File: src/rtl/pet_pkg.sv
// Shared mood codes, channel indices and the mood classifier
// for the pet need engine.
package pet_pkg;

    typedef enum logic [2:0] {
        ST_IDLE    = 3'd0,
        ST_NEUTRAL = 3'd1,
        ST_NEED    = 3'd2,
        ST_SAD     = 3'd3,
        ST_ACTIVE  = 3'd4,
        ST_DEATH   = 3'd5
    } mood_e;

    localparam int unsigned PET_LVL_W     = 3;
    localparam int unsigned PET_MAX_NEEDS = 8;

    localparam int unsigned CH_ENERGY = 0;
    localparam int unsigned CH_HUNGER = 1;
    localparam int unsigned CH_FUN    = 2;

    // Mood from per-channel flags, zero-padded to PET_MAX_NEEDS.
    function automatic mood_e mood_class(
        input logic [PET_MAX_NEEDS-1:0] low,
        input logic [PET_MAX_NEEDS-1:0] below_max
    );
        int unsigned n;
        n = 0;
        for (int i = 0; i < int'(PET_MAX_NEEDS); i++) begin
            n += 32'(low[i]);
        end
        if (n >= 2)          return ST_SAD;
        if (n == 1)          return ST_NEED;
        if (|below_max)      return ST_NEUTRAL;
        return ST_IDLE;
    endfunction

endpackage

File: src/rtl/need_channel.sv
// One need channel: saturating level with decay and recovery counters.
// Ports: clk_i, rst_i, tick_i, freeze_i, recov_i, clr_rcnt_i, set_i,
//        set_lvl_i, boost_i in; level_o out.
module need_channel
    import pet_pkg::*;
#(
    parameter int unsigned LVL_W   = PET_LVL_W,
    parameter int unsigned LVL_MAX = 5,
    parameter int unsigned DECAY   = 1,
    parameter int unsigned RECOV   = 2
) (
    input  logic             clk_i,
    input  logic             rst_i,
    input  logic             tick_i,
    input  logic             freeze_i,
    input  logic             recov_i,
    input  logic             clr_rcnt_i,
    input  logic             set_i,
    input  logic [LVL_W-1:0] set_lvl_i,
    input  logic             boost_i,
    output logic [LVL_W-1:0] level_o
);

    localparam logic [LVL_W-1:0] MAXV  = LVL_W'(LVL_MAX);
    localparam logic [LVL_W:0]   MAXW  = (LVL_W+1)'(LVL_MAX);
    localparam logic [31:0]      DLAST = 32'(DECAY - 1);
    localparam logic [31:0]      RLAST = 32'(RECOV - 1);

    logic [LVL_W-1:0] level_q, level_d;
    logic [31:0]      dcnt_q, dcnt_d;
    logic [31:0]      rcnt_q, rcnt_d;
    logic             dec, inc;
    logic [LVL_W:0]   sum, up;

    always_comb begin
        dcnt_d = dcnt_q;
        rcnt_d = rcnt_q;
        dec    = 1'b0;
        inc    = 1'b0;
        if (tick_i && !recov_i) begin
            if (dcnt_q == DLAST) begin
                dcnt_d = '0;
                dec    = 1'b1;
            end else begin
                dcnt_d = dcnt_q + 32'd1;
            end
        end
        if (tick_i && recov_i) begin
            if (rcnt_q == RLAST) begin
                rcnt_d = '0;
                inc    = 1'b1;
            end else begin
                rcnt_d = rcnt_q + 32'd1;
            end
        end
        if (clr_rcnt_i) begin
            rcnt_d = '0;
        end
        // Saturate the increments first so a boost at max
        // still lets a same-cycle decay take effect.
        sum = {1'b0, level_q}
            + {{LVL_W{1'b0}}, inc}
            + {{LVL_W{1'b0}}, boost_i};
        up  = (sum > MAXW) ? MAXW : sum;
        if (dec && up != '0) begin
            level_d = up[LVL_W-1:0] - LVL_W'(1);
        end else begin
            level_d = up[LVL_W-1:0];
        end
    end

    always_ff @(posedge clk_i) begin
        if (rst_i) begin
            level_q <= MAXV;
            dcnt_q  <= '0;
            rcnt_q  <= '0;
        end else if (set_i) begin
            level_q <= set_lvl_i;
            dcnt_q  <= '0;
            rcnt_q  <= '0;
        end else if (!freeze_i) begin
            level_q <= level_d;
            dcnt_q  <= dcnt_d;
            rcnt_q  <= rcnt_d;
        end
    end

    assign level_o = level_q;

endmodule

File: src/rtl/pet_need_engine.sv
// Pet need engine: tick divider, N need channels and the mood FSM.
// Ports: clk_i, rst_i, act_req_i, act_stop_i, boost_i, revive_i in;
//        state_o, levels_o, low_mask_o, act_ch_o, tick_o out.
// PET_TEST_EN adds test_load_i / test_levels_i for a direct level load.
module pet_need_engine
    import pet_pkg::*;
#(
    parameter int unsigned NUM_NEEDS = 3,
    parameter int unsigned LVL_W     = PET_LVL_W,
    parameter int unsigned LVL_MAX   = 5,
    parameter int unsigned LOW_THR   = 2,
    parameter int unsigned TICK_DIV  = 50000,
    parameter logic [32*NUM_NEEDS-1:0] DECAY_TICKS =
        {32'd4, 32'd1, 32'd2},
    parameter int unsigned RECOV_TICKS = 2
) (
    input  logic                       clk_i,
    input  logic                       rst_i,
    input  logic [NUM_NEEDS-1:0]       act_req_i,
    input  logic                       act_stop_i,
    input  logic [NUM_NEEDS-1:0]       boost_i,
    input  logic                       revive_i,
`ifdef PET_TEST_EN
    input  logic                       test_load_i,
    input  logic [NUM_NEEDS*LVL_W-1:0] test_levels_i,
`endif
    output logic [2:0]                 state_o,
    output logic [NUM_NEEDS*LVL_W-1:0] levels_o,
    output logic [NUM_NEEDS-1:0]       low_mask_o,
    output logic [2:0]                 act_ch_o,
    output logic                       tick_o
);

    localparam logic [LVL_W-1:0] MAXV     = LVL_W'(LVL_MAX);
    localparam logic [LVL_W-1:0] LOWV     = LVL_W'(LOW_THR);
    localparam logic [31:0]      DIV_LAST = 32'(TICK_DIV - 1);

    logic [31:0]          div_q, div_d;
    logic                 tick;
    mood_e                state_q, state_d;
    logic [2:0]           act_ch_q, act_ch_d;
    logic [LVL_W-1:0]     lvl     [NUM_NEEDS];
    logic [LVL_W-1:0]     set_lvl [NUM_NEEDS];
    logic [NUM_NEEDS-1:0] low, below_max, zero;
    logic [NUM_NEEDS-1:0] recov, clr_rcnt;
    logic                 any_zero, freeze, set, enter;
    logic                 act_full, req_open;
    logic [2:0]           req_ch;
    mood_e                mood;

    assign tick  = (div_q == DIV_LAST);
    assign div_d = tick ? '0 : div_q + 32'd1;

    for (genvar i = 0; i < int'(NUM_NEEDS); i++) begin : g_ch
        need_channel #(
            .LVL_W   (LVL_W),
            .LVL_MAX (LVL_MAX),
            .DECAY   (DECAY_TICKS[32*i +: 32]),
            .RECOV   (RECOV_TICKS)
        ) u_ch (
            .clk_i      (clk_i),
            .rst_i      (rst_i),
            .tick_i     (tick),
            .freeze_i   (freeze),
            .recov_i    (recov[i]),
            .clr_rcnt_i (clr_rcnt[i]),
            .set_i      (set),
            .set_lvl_i  (set_lvl[i]),
            .boost_i    (boost_i[i]),
            .level_o    (lvl[i])
        );
        assign levels_o[i*LVL_W +: LVL_W] = lvl[i];
        assign low[i]       = (lvl[i] <= LOWV);
        assign below_max[i] = (lvl[i] != MAXV);
        assign zero[i]      = (lvl[i] == '0);
        assign recov[i]     = (state_q == ST_ACTIVE)
                            && (act_ch_q == 3'(i));
        assign clr_rcnt[i]  = enter && (req_ch == 3'(i));
    end

    assign any_zero = |zero;
    // Levels stop as soon as one hits zero: DEATH is then certain.
    assign freeze   = any_zero || (state_q == ST_DEATH);
    assign mood     = mood_class(PET_MAX_NEEDS'(low),
                                 PET_MAX_NEEDS'(below_max));

    // Lowest set request bit wins.
    always_comb begin
        req_ch   = '0;
        req_open = 1'b0;
        act_full = 1'b0;
        for (int i = int'(NUM_NEEDS) - 1; i >= 0; i--) begin
            if (act_req_i[i]) begin
                req_ch   = 3'(i);
                req_open = below_max[i];
            end
        end
        for (int i = 0; i < int'(NUM_NEEDS); i++) begin
            if (act_ch_q == 3'(i)) begin
                act_full = !below_max[i];
            end
        end
    end

    always_comb begin
        state_d  = mood;
        act_ch_d = act_ch_q;
        enter    = 1'b0;
        set      = 1'b0;
        for (int i = 0; i < int'(NUM_NEEDS); i++) begin
            set_lvl[i] = MAXV;
        end
        if (state_q == ST_DEATH && revive_i) begin
            state_d = ST_IDLE;
            set     = 1'b1;
        end else if (any_zero) begin
            state_d = ST_DEATH;
        end else if (state_q == ST_DEATH) begin
            state_d = mood;
        end else if (state_q == ST_ACTIVE) begin
            if (!(act_stop_i || act_full)) begin
                state_d = ST_ACTIVE;
            end
        end else if (|act_req_i) begin
            act_ch_d = req_ch;
            if (req_open) begin
                state_d = ST_ACTIVE;
                enter   = 1'b1;
            end
        end
`ifdef PET_TEST_EN
        if (test_load_i) begin
            set = 1'b1;
            for (int i = 0; i < int'(NUM_NEEDS); i++) begin
                set_lvl[i] = test_levels_i[i*LVL_W +: LVL_W];
                if (set_lvl[i] > MAXV) begin
                    set_lvl[i] = MAXV;
                end
            end
        end
`endif
    end

    always_ff @(posedge clk_i) begin
        if (rst_i) begin
            div_q    <= '0;
            state_q  <= ST_IDLE;
            act_ch_q <= '0;
        end else begin
            div_q    <= div_d;
            state_q  <= state_d;
            act_ch_q <= act_ch_d;
        end
    end

    assign state_o    = state_q;
    assign low_mask_o = low;
    assign act_ch_o   = act_ch_q;
    assign tick_o     = tick;

endmodule
File: config.mk
export PLATFORM = sky130hd
export DESIGN_NAME = pet_need_engine
export DESIGN_NICKNAME = d
export VERILOG_FILES = /design/src/rtl/pet_pkg.sv /design/src/rtl/need_channel.sv /design/src/rtl/pet_need_engine.sv
export SDC_FILE = /design/constraint.sdc
export NUM_CORES = 1
export LEC_CHECK = 0
export BUFFER_PORTS_ARGS = -buffer_cell sky130_fd_sc_hd__buf_2
export CORE_MARGIN = 3
export CORE_UTILIZATION = 65
export DETAILED_ROUTE_END_ITERATION = 10
export GPL_ROUTABILITY_DRIVEN = 0
export PLACE_DENSITY = 0.89
export SYNTH_ARGS = -nofsm -noshare
export SYNTH_HDL_FRONTEND = slang
export SYNTH_HIERARCHICAL = 1
export SYNTH_SLANG_ARGS = --single-unit
File: constraint.sdc
create_clock -name clk_i -period 14.7 [get_ports clk_i]
set_clock_uncertainty 0.2 [all_clocks]
set_input_delay 2.94 -clock clk_i [delete_from_list [all_inputs] [get_ports clk_i]]
set_output_delay 2.94 -clock clk_i [all_outputs]
set_load 0.02 [all_outputs]
# --- Word level (Yosys, flattened, before mapping) ---
# Index checks and enable logic that the tools add are counted.
word_totals:
  ff_bits: 239
  input_bits: 10
  output_inout_bits: 19
  wordCells: 173
classes:
  n_addsub: 18
  magnitude_cmp: 7
  eq_ne: 16
  muxes: 64
  bitwise_logic: 5
  reduce_logical: 50
op_table:
  columns: ["cell", "n"]
  rows:
  - ["$mux 32", 12]
  - ["$add 32x1->32 const B", 7]
  - ["$eq 32x1->1 const B", 4]
  - ["$mux 3", 17]
  - ["$eq 32x16->1 const B", 1]
  - ["$eq 32x2->1 const B", 1]
  - ["$logic_not 32->1", 1]
  - ["$mux 1", 31]
  - ["$logic_and 1x1->1", 16]
  - ["$logic_not 3->1", 5]
  - ["$add 3x1->4", 3]
  - ["$add 4x1->4", 3]
  - ["$gt 4x3->1 const B", 3]
  - ["$mux 4", 3]
  - ["$reduce_and 2->1", 6]
  - ["$reduce_bool 4->1", 3]
  - ["$eq 3x1->1 const B", 3]
  - ["$le 3x2->1 const B", 3]
  - ["$ne 3x3->1 const B", 3]
  - ["$reduce_or 3->1", 3]
  - ["$sub 3x1->3 const B", 3]
  - ["$eq 3x2->1 const B", 2]
  - ["$eq 3x3->1 const B", 2]
  - ["$logic_not 1->1", 6]
  - ["10 further kinds", 19]

# --- Logic depth before layout (Yosys ltp) ---
depth:
  ltp_word: 16
  depth_mapped: 17
  depth_no_buf: 16

# --- Modules after synthesis ---
# The synthesis kept the hierarchy.
by_module_without_submodules:
  columns: ["module", "instances", "cells_each", "area_each_um2", "seq_area_each_um2"]
  rows:
  - ["need_channel (g_ch[0].u_ch)", 1, 405, 3509.6, 1341.3]
  - ["need_channel (g_ch[2].u_ch)", 1, 401, 3483.3, 1341.3]
  - ["need_channel (g_ch[1].u_ch)", 1, 411, 3435.8, 1341.3]
  - ["pet_need_engine", 1, 240, 1995.7, 740.7]

# --- Worst setup path before layout ---
# OpenSTA, ideal clock, no wires.
synth_timing:
  path_type: "flip-flop to output port"
  from: "register div_q[0]"
  to: "output port tick_o"
  arrival_ps: 2560
  required_time_ps: 11560
  setup_slack_ps: 9000
  path_stages_with_launch: 6
  n_path_buf: 1
  cell_sequence: "dfxtp_1 -> ha_1 -> and3_1 -> buf_2 -> nand4_1 -> nor4_1"
synth_via:
  elab_chain_len: 1
synth_lines:
  columns: ["element", "line_no", "source"]
  rows:
  - ["start: declaration", "pet_need_engine.sv:38", "logic [31:0] div_q, div_d;"]
  - ["start signal: assignment", "pet_need_engine.sv:150", "div_q <= div_d;"]
  - ["$eq 32x16->1", "pet_need_engine.sv:51", "assign tick = (div_q == DIV_LAST);"]
  - ["end: declaration", "pet_need_engine.sv:31", "output logic tick_o"]
# Every way passes these cells.

# --- Final worst setup path ---
# Ends and elaborated chain as after synthesis.

==> results.tsv <==
stage	metric	value	unit
power	p_leak	4.896	nW
sta	finalHoldViolations	0	
clocking	cts_sinks	238	
hold_path	worstHoldPathCells	1	
sta	worst_pin_slew	1.012	ns
synth	synth_cells	1457	
clocking	cts_tree	done	
drt	top_layer	met5	
clocking	cts_resized	0	
final_layout	fillCellCount	1285	
synth	synth_area	12420	µm²
final_layout	regArea	4765	µm²
critical_path	crit_path_end_kind	primary output	
clocking	cts_setup_buffers	0	
critical_path	cp_data_required_time	11.56	ns
drt	ant_nets	0	
drt	wl	27620	µm
floorplanning	fp.dieW	144.3	µm
drt	vias	10808	
sta	relSlewSlack	32.35	%
drt	wl_per_cell	16.09	µm
drt	drt-vias-per-instance	6.295	
sta	rsz0062_at_grt	false	
synth	synth_common_cells	238 x dfxtp_1, 227 x nor2_1, 103 x xor2_1, 97 x nand2_1, 81 x nand4_1	
clocking	clock_path_buffers	3	
job	cap_violations	0	
synth	async_flop_share	0	%
sta	whs	0.2776	ns
global_route	overflow	0	
drt	initialDrtViolationCount	799	
critical_path	rrSetupSlack	9.62	ns
synth	synth_most_common_cell	dfxtp_1	
placed_design	dpl.hpwl	18220	µm
clocking	root_buffer	clkbuf_16	
placed_design	dp_worst_setup_slack	8.844	ns
global_route	antenna_found_initial	1	
floorplanning	initial_core_util	67.55	%
critical_path	cp_max_fo	6	
synth	yosysUniqueCellTypes	67	
clocking	hold_buffers	0	
floorplanning	die_h	144.3	µm
synth	avgSynthCellArea	8.527	µm²
hold_path	min_from	div_q[0]	
clocking	clock_latency	0.53	ns
critical_path	path_class	reg -> out	
sta	tns	0	ns
final_layout	diodes	0	
synth	synth_seq_cells	238	
clocking	clkTransAtPathRegs	0.06	ns
synth	synth_top_area_cell	dfxtp_1	
critical_path	r2r_cells	17	
synth	yosysWarningCount	6	
global_route	grt_max_degree	33	
final_layout	syn2layout_area_growth	9.154	%
placed_design	io_buffers	27	
synth	netlist.area_leader.share	38.35	%
drt	post-route-drc-count	0	
run_status	status	complete, no violations	
global_route	grt_use_total	26.47	%
final_layout	multi_input_area	7341	µm²
floorplanning	rows	49	
drt	dr.pass1.iters	7	
sta	min_period	5.738	ns
hold_path	worstHoldPathType	reg -> reg	
critical_path	worstReg2RegEnd	g_ch[0].u_ch/level_o[1]	
sta	drv_slew	0	
floorplanning	io_pins	29	
drt	dr_wl_met2	12930	µm
power	vdd_ir_drop_max	0.0001104	V
critical_path	crit_arrival	2.60	ns
final_layout	finish.net_count	1507	
sta	fmax	0.1743	GHz
final_layout	drive_gt1_share	8.602	%
sta	report.final.setup_viol	0	
critical_path	critPathLaunchType	flop	
global_route	grt_pass1_wl	47150	µm
sta	fin_ws	8.962	ns
floorplanning	dieArea	20810	µm²
sta	fin_crit_sh	39.04	%
critical_path	r2r_start	div_q[0]	
synth	synth_edf_count	0	
global_route	grt_pass1_vias	10098	
drt	drt-met1-wl	12160	µm
clocking	htreeDepth	1	
power	power_density	118.8	nW/µm²
drt	wl_met3	1627	µm
floorplanning	coreArea	18390	µm²
synth	netlist_top_cells_area	dfxtp_1 38%, xor2_1 7.3%, nor2_1 6.9%	
hold_path	hold_end	div_q[0]	
synth	synth_ff_type	dfxtp_1	
clocking	cts_buffers	26	
synth	ys_seq_area_share	38.35	%
## sequential cells by signal, summed over array words and instances (netlist names)
name and cells:
act_ch_o 2, div_q 32, g_ch.u_ch/dcnt_q 96, g_ch.u_ch/rcnt_q 96, g_ch.u_ch/level_o 9, state_o 3
## power by group
group	internal [W]	switching, W	leakage (nW)	total, W
combinational	0.0000901	0.000165	2.54	0.000255
sequential	0.000661	0.0000285	1.92	0.000690
clock	0.000406	0.000260	0.437	0.000666
## layout by cell type, fill, tap and decap left out, types with 28 or more instances in the layout
master   synthesis  final
nor3_1          40     40
xor2_1         103    103
a21oi_1         59     59
and3_1          28     28
nand2_1         97     97
nor4_1          65     64
nand4_1         81     81
xnor2_1         71     71
o21ai_0         29     29
nand3_1         79     79
dfxtp_1        238    238
nor2_1         227    227
## critical path, cell delays in order (launching register included)
cell and delay (ns):
dfxtp_1 0.38, ha_1 0.22, and3_1 0.33, nand4_1 0.26, nor4_2 0.60, buf_2 0.27
## worst max-delay path by stage
stage	depth (start not counted)	endpoint	startpoint
global route	5	tick_o	div_q[0]
global placement	11	g_ch[1].u_ch/level_o[2]	boost_i[1]
CTS	5	tick_o	div_q[0]
detailed placement	11	g_ch[0].u_ch/level_o[1]	boost_i[0]
finish	5	tick_o	div_q[0]
floorplan	5	tick_o	div_q[0]
## routing by layer
layer	vias to the layer above	global-route usage [%]
li1	5267	-
met1	5158	35.26
met2	305	43.36
met3	76	4.828
met4	2	9.475
met5	-	0
## stage by stage
stage          area, µm²  utilization [%]  power [W]  instances
2_1_floorplan      12450                -  0.0008809       1465
3_3_place_gp       12690            68.99  0.0009353       1673
3_5_place_dp       12690            68.99  0.0009497       1673
4_1_cts            13560            73.73   0.001613       1717
5_1_grt            13560            73.73   0.001670       1717
6_report           13560            73.73   0.001611       1717
## cell type report
class / count / area share (%)
multi-input cells: 1148 / 54.13
flip-flops and latches: 238 / 35.13
clock buffers: 34 / 5.471
well taps: 229 / 2.113
repair buffers: 39 / 1.661
clock inverters: 10 / 0.9687
inverters: 19 / 0.5259
## logic make-up after synthesis
| logic type | after synthesis | synth area share (%) |
|---|---|---|
| DFF | 238 | 38.35 |
| buffers and inverters | 79 | 3.132 |
| adders and majority gates | 25 | 2.759 |
| and+or+nand+nor | 792 | 35.95 |
| AOI/OAI and AO/OA | 143 | 7.150 |
| other | 2 | 0.06045 |
| muxes | 4 | 0.3323 |
| xor gates and xnor gates | 174 | 12.27 |
Power figures use the tool's default switching activity.
